`config.mk`:
```
export PLATFORM = sky130hd
export DESIGN_NAME = core_lsu
export DESIGN_NICKNAME = d
export VERILOG_FILES = /design/src/rtl/core_lsu.sv
export SDC_FILE = /design/constraint.sdc
export NUM_CORES = 1
export LEC_CHECK = 0
export ABC_AREA = 1
export CORE_MARGIN = 2
export CORE_UTILIZATION = 40
export DETAILED_ROUTE_END_ITERATION = 6
export GPL_TIMING_DRIVEN = 0
export HOLD_SLACK_MARGIN = 0.08
export PLACE_DENSITY_LB_ADDON = 0.25
export SLEW_MARGIN = 20
export SYNTH_ARGS = -nofsm -noshare
export SYNTH_HDL_FRONTEND = slang
export SYNTH_SLANG_ARGS = --single-unit
```
`constraint.sdc`:
```
create_clock -name clk -period 1.7 [get_ports clk]
set_clock_uncertainty 0.05 [all_clocks]
set_input_delay 0.34 -clock clk [delete_from_list [all_inputs] [get_ports clk]]
set_output_delay 0.34 -clock clk [all_outputs]
set_load 0.05 [all_outputs]
```
`src/rtl/core_lsu.sv`:
```
// Load/store unit: single-outstanding req/ack data-memory transaction with
// byte-lane steering, load extension, misalignment and bus-timeout detection.
module core_lsu #(
  parameter int unsigned TIMEOUT = 16
) (
  input  logic        clk,
  input  logic        rst_n,
  input  logic        i_start,
  input  logic        i_lb,
  input  logic        i_lh,
  input  logic        i_lw,
  input  logic        i_lbu,
  input  logic        i_lhu,
  input  logic        i_sb,
  input  logic        i_sh,
  input  logic        i_sw,
  input  logic [31:0] i_addr,
  input  logic [31:0] i_wdata,
  input  logic [4:0]  i_rd,
  output logic        o_mem_req,
  output logic        o_mem_we,
  output logic [31:0] o_mem_addr,
  output logic [3:0]  o_mem_be,
  output logic [31:0] o_mem_wdata,
  input  logic        i_mem_ack,
  input  logic [31:0] i_mem_rdata,
  output logic        o_busy,
  output logic        o_done,
  output logic [31:0] o_load_data,
  output logic        o_wb_en,
  output logic [4:0]  o_wb_rd,
  output logic        o_misalign,
  output logic        o_bus_err
);

  localparam int unsigned CW = (TIMEOUT > 1) ? $clog2(TIMEOUT) : 1;

  typedef enum logic [1:0] {S_IDLE, S_REQ, S_FIN} state_t;

  state_t        r_state, w_state;
  logic [CW-1:0] r_cnt, w_cnt;
  logic          r_is_load, w_is_load;
  logic [1:0]    r_size, w_size;
  logic          r_sext, w_sext;
  logic [1:0]    r_lane, w_lane;
  logic          r_mem_req, w_mem_req;
  logic          r_mem_we, w_mem_we;
  logic [31:0]   r_mem_addr, w_mem_addr;
  logic [3:0]    r_mem_be, w_mem_be;
  logic [31:0]   r_mem_wdata, w_mem_wdata;
  logic          r_done, w_done;
  logic [31:0]   r_load_data, w_load_data;
  logic          r_wb_en, w_wb_en;
  logic [4:0]    r_wb_rd, w_wb_rd;
  logic          r_misalign, w_misalign;
  logic          r_bus_err, w_bus_err;

  logic [7:0]    w_ops;
  logic          w_st_load;
  logic [1:0]    w_st_size;
  logic          w_st_mis;
  logic [3:0]    w_st_be;
  logic [31:0]   w_st_wdata;
  logic [7:0]    w_byte;
  logic [15:0]   w_half;
  logic [31:0]   w_ext;

  // Decode of the op presented with START (size: 0 byte, 1 half, 2 word)
  assign w_ops     = {i_sw, i_sh, i_sb, i_lhu, i_lbu, i_lw, i_lh, i_lb};
  assign w_st_load = i_lb | i_lh | i_lw | i_lbu | i_lhu;
  assign w_st_size = (i_lw | i_sw) ? 2'd2 : ((i_lh | i_lhu | i_sh) ? 2'd1 : 2'd0);

  always_comb begin
    w_st_mis   = 1'b0;
    w_st_be    = 4'b0001 << i_addr[1:0];
    w_st_wdata = {4{i_wdata[7:0]}};
    case (w_st_size)
      2'd1: begin
        w_st_mis   = i_addr[0];
        w_st_be    = i_addr[1] ? 4'b1100 : 4'b0011;
        w_st_wdata = {2{i_wdata[15:0]}};
      end
      2'd2: begin
        w_st_mis   = |i_addr[1:0];
        w_st_be    = 4'b1111;
        w_st_wdata = i_wdata;
      end
      default: ;
    endcase
    if (w_st_load) w_st_wdata = '0;
  end

  // Lane select and extension of the returning read word
  always_comb begin
    case (r_lane)
      2'd0:    w_byte = i_mem_rdata[7:0];
      2'd1:    w_byte = i_mem_rdata[15:8];
      2'd2:    w_byte = i_mem_rdata[23:16];
      default: w_byte = i_mem_rdata[31:24];
    endcase
    w_half = r_lane[1] ? i_mem_rdata[31:16] : i_mem_rdata[15:0];
    case (r_size)
      2'd0:    w_ext = {{24{r_sext & w_byte[7]}}, w_byte};
      2'd1:    w_ext = {{16{r_sext & w_half[15]}}, w_half};
      default: w_ext = i_mem_rdata;
    endcase
  end

  always_comb begin
    w_state     = r_state;
    w_cnt       = r_cnt;
    w_is_load   = r_is_load;
    w_size      = r_size;
    w_sext      = r_sext;
    w_lane      = r_lane;
    w_mem_req   = r_mem_req;
    w_mem_we    = r_mem_we;
    w_mem_addr  = r_mem_addr;
    w_mem_be    = r_mem_be;
    w_mem_wdata = r_mem_wdata;
    w_load_data = r_load_data;
    w_wb_rd     = r_wb_rd;
    w_done      = 1'b0;
    w_wb_en     = 1'b0;
    w_misalign  = 1'b0;
    w_bus_err   = 1'b0;
    case (r_state)
      S_IDLE: begin
        if (i_start && $onehot(w_ops)) begin
          w_wb_rd   = i_rd;
          w_is_load = w_st_load;
          w_size    = w_st_size;
          w_sext    = i_lb | i_lh;
          w_lane    = i_addr[1:0];
          w_cnt     = '0;
          if (w_st_mis) begin
            w_state    = S_FIN;
            w_done     = 1'b1;
            w_misalign = 1'b1;
          end else begin
            w_state     = S_REQ;
            w_mem_req   = 1'b1;
            w_mem_we    = ~w_st_load;
            w_mem_addr  = {i_addr[31:2], 2'b00};
            w_mem_be    = w_st_be;
            w_mem_wdata = w_st_wdata;
          end
        end
      end
      S_REQ: begin
        if (i_mem_ack) begin
          w_state   = S_FIN;
          w_mem_req = 1'b0;
          w_done    = 1'b1;
          if (r_is_load) begin
            w_wb_en     = 1'b1;
            w_load_data = w_ext;
          end
        end else if (r_cnt == CW'(TIMEOUT - 1)) begin
          w_state   = S_FIN;
          w_mem_req = 1'b0;
          w_done    = 1'b1;
          w_bus_err = 1'b1;
        end else begin
          w_cnt = r_cnt + CW'(1);
        end
      end
      S_FIN:   w_state = S_IDLE;
      default: w_state = S_IDLE;
    endcase
  end

  always_ff @(posedge clk or negedge rst_n) begin
    if (!rst_n) begin
      r_state     <= S_IDLE;
      r_cnt       <= '0;
      r_is_load   <= 1'b0;
      r_size      <= '0;
      r_sext      <= 1'b0;
      r_lane      <= '0;
      r_mem_req   <= 1'b0;
      r_mem_we    <= 1'b0;
      r_mem_addr  <= '0;
      r_mem_be    <= '0;
      r_mem_wdata <= '0;
      r_done      <= 1'b0;
      r_load_data <= '0;
      r_wb_en     <= 1'b0;
      r_wb_rd     <= '0;
      r_misalign  <= 1'b0;
      r_bus_err   <= 1'b0;
    end else begin
      r_state     <= w_state;
      r_cnt       <= w_cnt;
      r_is_load   <= w_is_load;
      r_size      <= w_size;
      r_sext      <= w_sext;
      r_lane      <= w_lane;
      r_mem_req   <= w_mem_req;
      r_mem_we    <= w_mem_we;
      r_mem_addr  <= w_mem_addr;
      r_mem_be    <= w_mem_be;
      r_mem_wdata <= w_mem_wdata;
      r_done      <= w_done;
      r_load_data <= w_load_data;
      r_wb_en     <= w_wb_en;
      r_wb_rd     <= w_wb_rd;
      r_misalign  <= w_misalign;
      r_bus_err   <= w_bus_err;
    end
  end

  // Busy is registered alongside the state so it follows an async reset
  logic r_busy;
  always_ff @(posedge clk or negedge rst_n) begin
    if (!rst_n) r_busy <= 1'b0;
    else        r_busy <= (w_state != S_IDLE);
  end

  assign o_mem_req   = r_mem_req;
  assign o_mem_we    = r_mem_we;
  assign o_mem_addr  = r_mem_addr;
  assign o_mem_be    = r_mem_be;
  assign o_mem_wdata = r_mem_wdata;
  assign o_busy      = r_busy;
  assign o_done      = r_done;
  assign o_load_data = r_load_data;
  assign o_wb_en     = r_wb_en;
  assign o_wb_rd     = r_wb_rd;
  assign o_misalign  = r_misalign;
  assign o_bus_err   = r_bus_err;

endmodule

```
== Word-level counts from Yosys, hierarchy flattened ==
Cells that the tools add are included.
Cells by class
  bitwise logic cells: 11
  add/sub/neg operators: 8
  multiplexer cells: 35
  shift-type cells: 1
  equal/unequal tests: 13
  reductions and logical operators: 12
  order comparisons: 0
  multiply operators: 0
  div/mod/pow operators: 0
Operators by type and width (count)
  one-hot mux 32 bit (2 select lines): 2
  2-to-1 mux 32 bit: 1
  one-hot mux 8 bit (3 select lines): 1
  2-to-1 mux 16 bit: 1
  2-to-1 mux 4 bit: 4
  one-hot mux 4 bit (2 select lines): 2
  2-to-1 mux 1 bit: 15
  2-to-1 mux 2 bit: 5
  adder 1 x 1 -> 2 bit: 4
  equality test 2 x 1 -> 1 bit (second input constant): 4
  inequality test 2 bit (second input constant): 4
  AND reduction 4 bit: 2
  bitwise OR 1 bit: 7
  adder 2 x 2 -> 3 bit: 2
  zero test 2 bit: 3
  one-hot mux 1 bit (2 select lines): 3
  AND reduction 3 bit: 2
  adder 3 x 3 -> 4 bit: 1
  adder 4 x 1 -> 4 bit (second input constant): 1
  equality test 2 bit (second input constant): 2
  equality test 4 x 1 -> 1 bit (second input constant): 1
  equality test 4 bit (second input constant): 1
  one-hot mux 2 bit (2 select lines): 1
  nonzero test 2 bit: 2
  7 further kinds: 9
Word-level totals
  ROM bits: 0
  output and inout bits: 112
  memory bits (writable): 0
  logic and storage cells: 98
  latch bits: 0
  flip-flop bits (word level): 122
  input bits: 113
  memories: 0

== Logic depth before layout (Yosys ltp) ==
  word-level depth: 10
  gate-level depth with buffers: 18
  mapped depth without buffers: 16

== Worst setup path after synthesis ==
OpenSTA, ideal clock, no wires.
  path kind: input-to-reg
  start point: input i_lh
  end point: register r_mem_addr[12], in the netlist o_mem_addr[12]
  stages: 17
  setup slack: -1.868 ns
  setup time: 0.119 ns
  data arrival time: 3.399 ns
  path buffers: 2
  cell sequence: inv_1 fa_1 fa_1 fa_1 inv_1 ha_1 inv_1 fa_1 nand3_1 nor2_1 nand3_1 nor2_4 inv_2 buf_6 buf_6 nand2_1 nand2_1
Between the ends
  word-level cells in the longest chain between the ends: 8
  elaborated cells between the ends (all ways): 14
RTL lines
  start, declared: line 10  | input logic i_lh,
  branches (longest 7 deep; another with adder 3 x 3 -> 4 bit)
  AND reduction 3 bit (no source line) (*)
  end signal, assigned: line 201  | r_mem_addr <= w_mem_addr;
  end, declared: line 48  | logic [31:0] r_mem_addr, w_mem_addr;
Mark *: on every way between the ends.
A chain may end at the register's enable or synchronous reset.

== Worst setup path after layout ==
  start point: input i_lh
  end point: register r_mem_addr[14], in the netlist o_mem_addr[14]
The elaborated chain is that of the path after synthesis.

==> results.md <==
* Status: finished, violations left
* Failing checks: setup timing
* Total Power at roughly 16 mW
* Die height at ~130 um
* First-pass GRT wire length at 31800 um
* Initial antenna violation count at 0
* Peak supply drop at about 1 mV
* Max-slew violation count at 0
* DP Cell Count at 1219
* Longest Clk Path Bufs at 2
* Post-route setup slack at -1.70 ns
* Hpwl dp at 14100 um
* DRC errors left at 0
* Max_cap viols at 0
* Worst Tran Pin Value at about 0.59 ns
* Post-Layout Cell Count at 1296
* IO buf count at 222
* Diode count at 0
* Kind of start point of the critical path: input port
* Total Nets Final at roughly 1200
* Seq/Total Area, Yosys at about half
* Worst slew margin at 60.4%
* First-pass DRT Iterations at 5
* Final Cycle Share at 200%
* Clock Tree Root: clkbuf_16
* Highest Clock Rate at ~0.29 GHz
* Yosys cell types at 26
* Final setup viols at 88
* Crit path DAT at between 3 and 4 ns
* Yosys top cell by area: dfrtp_1
* Die span in x at 127 um
* DIE AREA at 16200 sq um
* Fraction of layout cells with a size suffix above 1 at 23.2%
* Crit Path Class: input port to register
* # rows at 45
* # clock sinks at between 100 and 150
* Yosys warning total at 0
* R2r setup slk at ~0.08 ns
* Largest net degree at the start of global routing at 98
* Post-synth top area share at 50.1%
* Post-Syn Area per Cell at 7.54 sq um
* CP Capture Type: register
* Top post-synthesis cells by area: dfrtp_1 (50%), nand2_1 (19%), nand3_1 (4.6%)
* Clock-pin slew on the worst setup and hold paths at 0.06 ns
* Commonest cells post-synth: nand2_1 (314), dfrtp_1 (122), nor2_1 (71)
* WP data required at ~2.0 ns
* Tmin final at 3.40 ns
* Yosys reg bits at ~120
* Antenna viol nets, final at 0
* DR iter-0 viols at 340
* Area growth syn-to-layout at 60.0%
* Clock Latency Late Sink at 0.41 ns
* Crit Path Max Fanout at 6
* Gpl congestion at 0.890
* Total core area at approximately 15000 sq um
* Detailed-route via count at 6358
* Final hold violation count at 0
* RSZ-0062 raised after global routing: yes
* Syn Inst Count at a little over 800
* Number of global-route vias before repair at about 6300
* Lkg Pwr at 5.12 nW
* All-Layer GR Usage at approximately 25%
* CTS buffer count at 17
* FILL cells at around 1300
* Power per cell area at 1600 nW/um^2
* Most common cell in the netlist: nand2_1
* CTS tree: built
* Post-synth EDFFs at 0
* Hold Crit Class: input port to asynchronous set/reset pin
* Async set or reset register ratio after synthesis at 100%
* Vias per cell at 4.91
* Cell area after synthesis at 6090 sq um
* WL final at around 20000 um
* Avg WL per Cell at 15.7 um
* IO Pins at 225
* Multi-input logic area at 2710 sq um
* Total gr overflow at 0
* Top_reg_cell synth: dfrtp_1
* Initial core utilization at 40.5%
* Register area at approximately 3100 sq um
* Level count of the clock H-tree at 4
-- cell families after synthesis --
group / synth area share (%)
AND/OR/NAND/NOR: 32.2
flip-flops: 50.1
buffers and inverters: 7.91
AO/OA/AOI/OAI: 7.36
other: 0.0616
adder cells (fa/ha/maj): 2.34
-- power by group --
group / internal [mW] / switching (mW)
Sequential: 3.82 / 0.572
Combinational: 2.13 / 5.03
Clock: 2.73 / 1.27
-- final cells by class --
cell class	instances	share of cell area [%]
Clock inverter	8	1.70
Timing Repair Buffer	271	25.8
Sequential cell	122	31.3
Clock buffer	22	4.97
Multi-Input combinational cell	574	27.8
Inverter	70	2.81
Tap cell	188	2.42
Buffer	41	3.22
-- per-layer routing --
metal	GRT usage (%)	routed length, um
met1	30.8	8360
met2	41.3	9620
met3	8.21	1840
met4	9.89	520
met5	0	0
-- worst paths after layout --
kind                                start               to  cells past startpoint
max                                  i_lh   o_mem_addr[14]                     18
min                                 rst_n           o_done                      2
max reg2reg                    r_state[1]   o_mem_addr[14]                      9
min reg2reg                o_mem_addr[29]   o_mem_addr[29]                      2
max in group asynchronous           rst_n  o_load_data[27]                      3
min in group clk                i_addr[6]    o_mem_addr[6]                      3
-- placed cells by master, fill, tap and decap left out, types with 8 or more instances in the layout --
cell / Yosys / layout
inv_1: 67 / 62
nor2_1: 71 / 67
buf_6: 3 / 15
clkbuf_1: 16 / 10
clkdlybuf4s15_2: 0 / 24
nand3_1: 56 / 48
clkbuf_2: 0 / 46
dlygate4sd2_1: 0 / 8
buf_4: 5 / 42
dfrtp_1: 122 / 122
clkbuf_16: 0 / 18
clkdlybuf4s50_1: 0 / 107
nand2_1: 314 / 286
a21oi_1: 45 / 43
o21ai_0: 30 / 29
buf_2: 16 / 8
or2_2: 26 / 26
clkdlybuf4s15_1: 0 / 39
nand2_2: 0 / 28
-- stage by stage --
| step | utilization (%) | setup TNS, ns | area, sq um | hold slack (ns) | worst slack (ns) |
|---|---|---|---|---|---|
| 2_1_floorplan | - | -154.73 | 6100 | -0.00559 | -1.85 |
| 3_3_place_gp | 56.9 | -823.82 | 8550 | 0.403 | -4.76 |
| 3_5_place_dp | 57.1 | -247.02 | 8590 | 0.153 | -2.72 |
| 4_1_cts | 64.4 | -152.93 | 9680 | 0.304 | -1.81 |
| 5_1_grt | 64.8 | -152.70 | 9740 | 0.319 | -1.82 |
| 6_report | 64.8 | -141.13 | 9740 | 0.313 | -1.70 |
-- flip-flops by register name, summed over array words and instances, names as in the netlist --
name / flops
o_wb_en: 1
o_load_data: 32
o_mem_we: 1
o_mem_wdata: 32
o_done: 1
r_state: 2
r_is_load: 1
o_busy: 1
r_cnt: 4
o_mem_addr: 30
o_mem_req: 1
r_size: 2
o_wb_rd: 5
o_mem_be: 4
o_bus_err: 1
r_sext: 1
o_misalign: 1
r_lane: 2
-- what timing repair did --
action / CTS / global route
resized for setup: 258 / 135
cloned: 4 / 1
buffers inserted: 34 / 10
hold buffers: 1 / 0
pin swaps: 9 / 25
setup endpoints to repair: 229 / 179
endpoints found under the hold margin: 25 / 0
-- critical path, cell delays in order --
cell and delay (ns):
buf_6 0.07, clkinvlp_4 0.08, fa_1 0.45, fa_1 0.51, fa_1 0.41, inv_1 0.07
ha_2 0.18, inv_2 0.04, fa_1 0.50, nand3_2 0.10, nor2_4 0.10, nand3_2 0.10
nor2_4 0.20, buf_6 0.16, buf_12 0.14, buf_8 0.13, nand2_2 0.06, nand2_2 0.07
(Power assumes the default switching activity.)
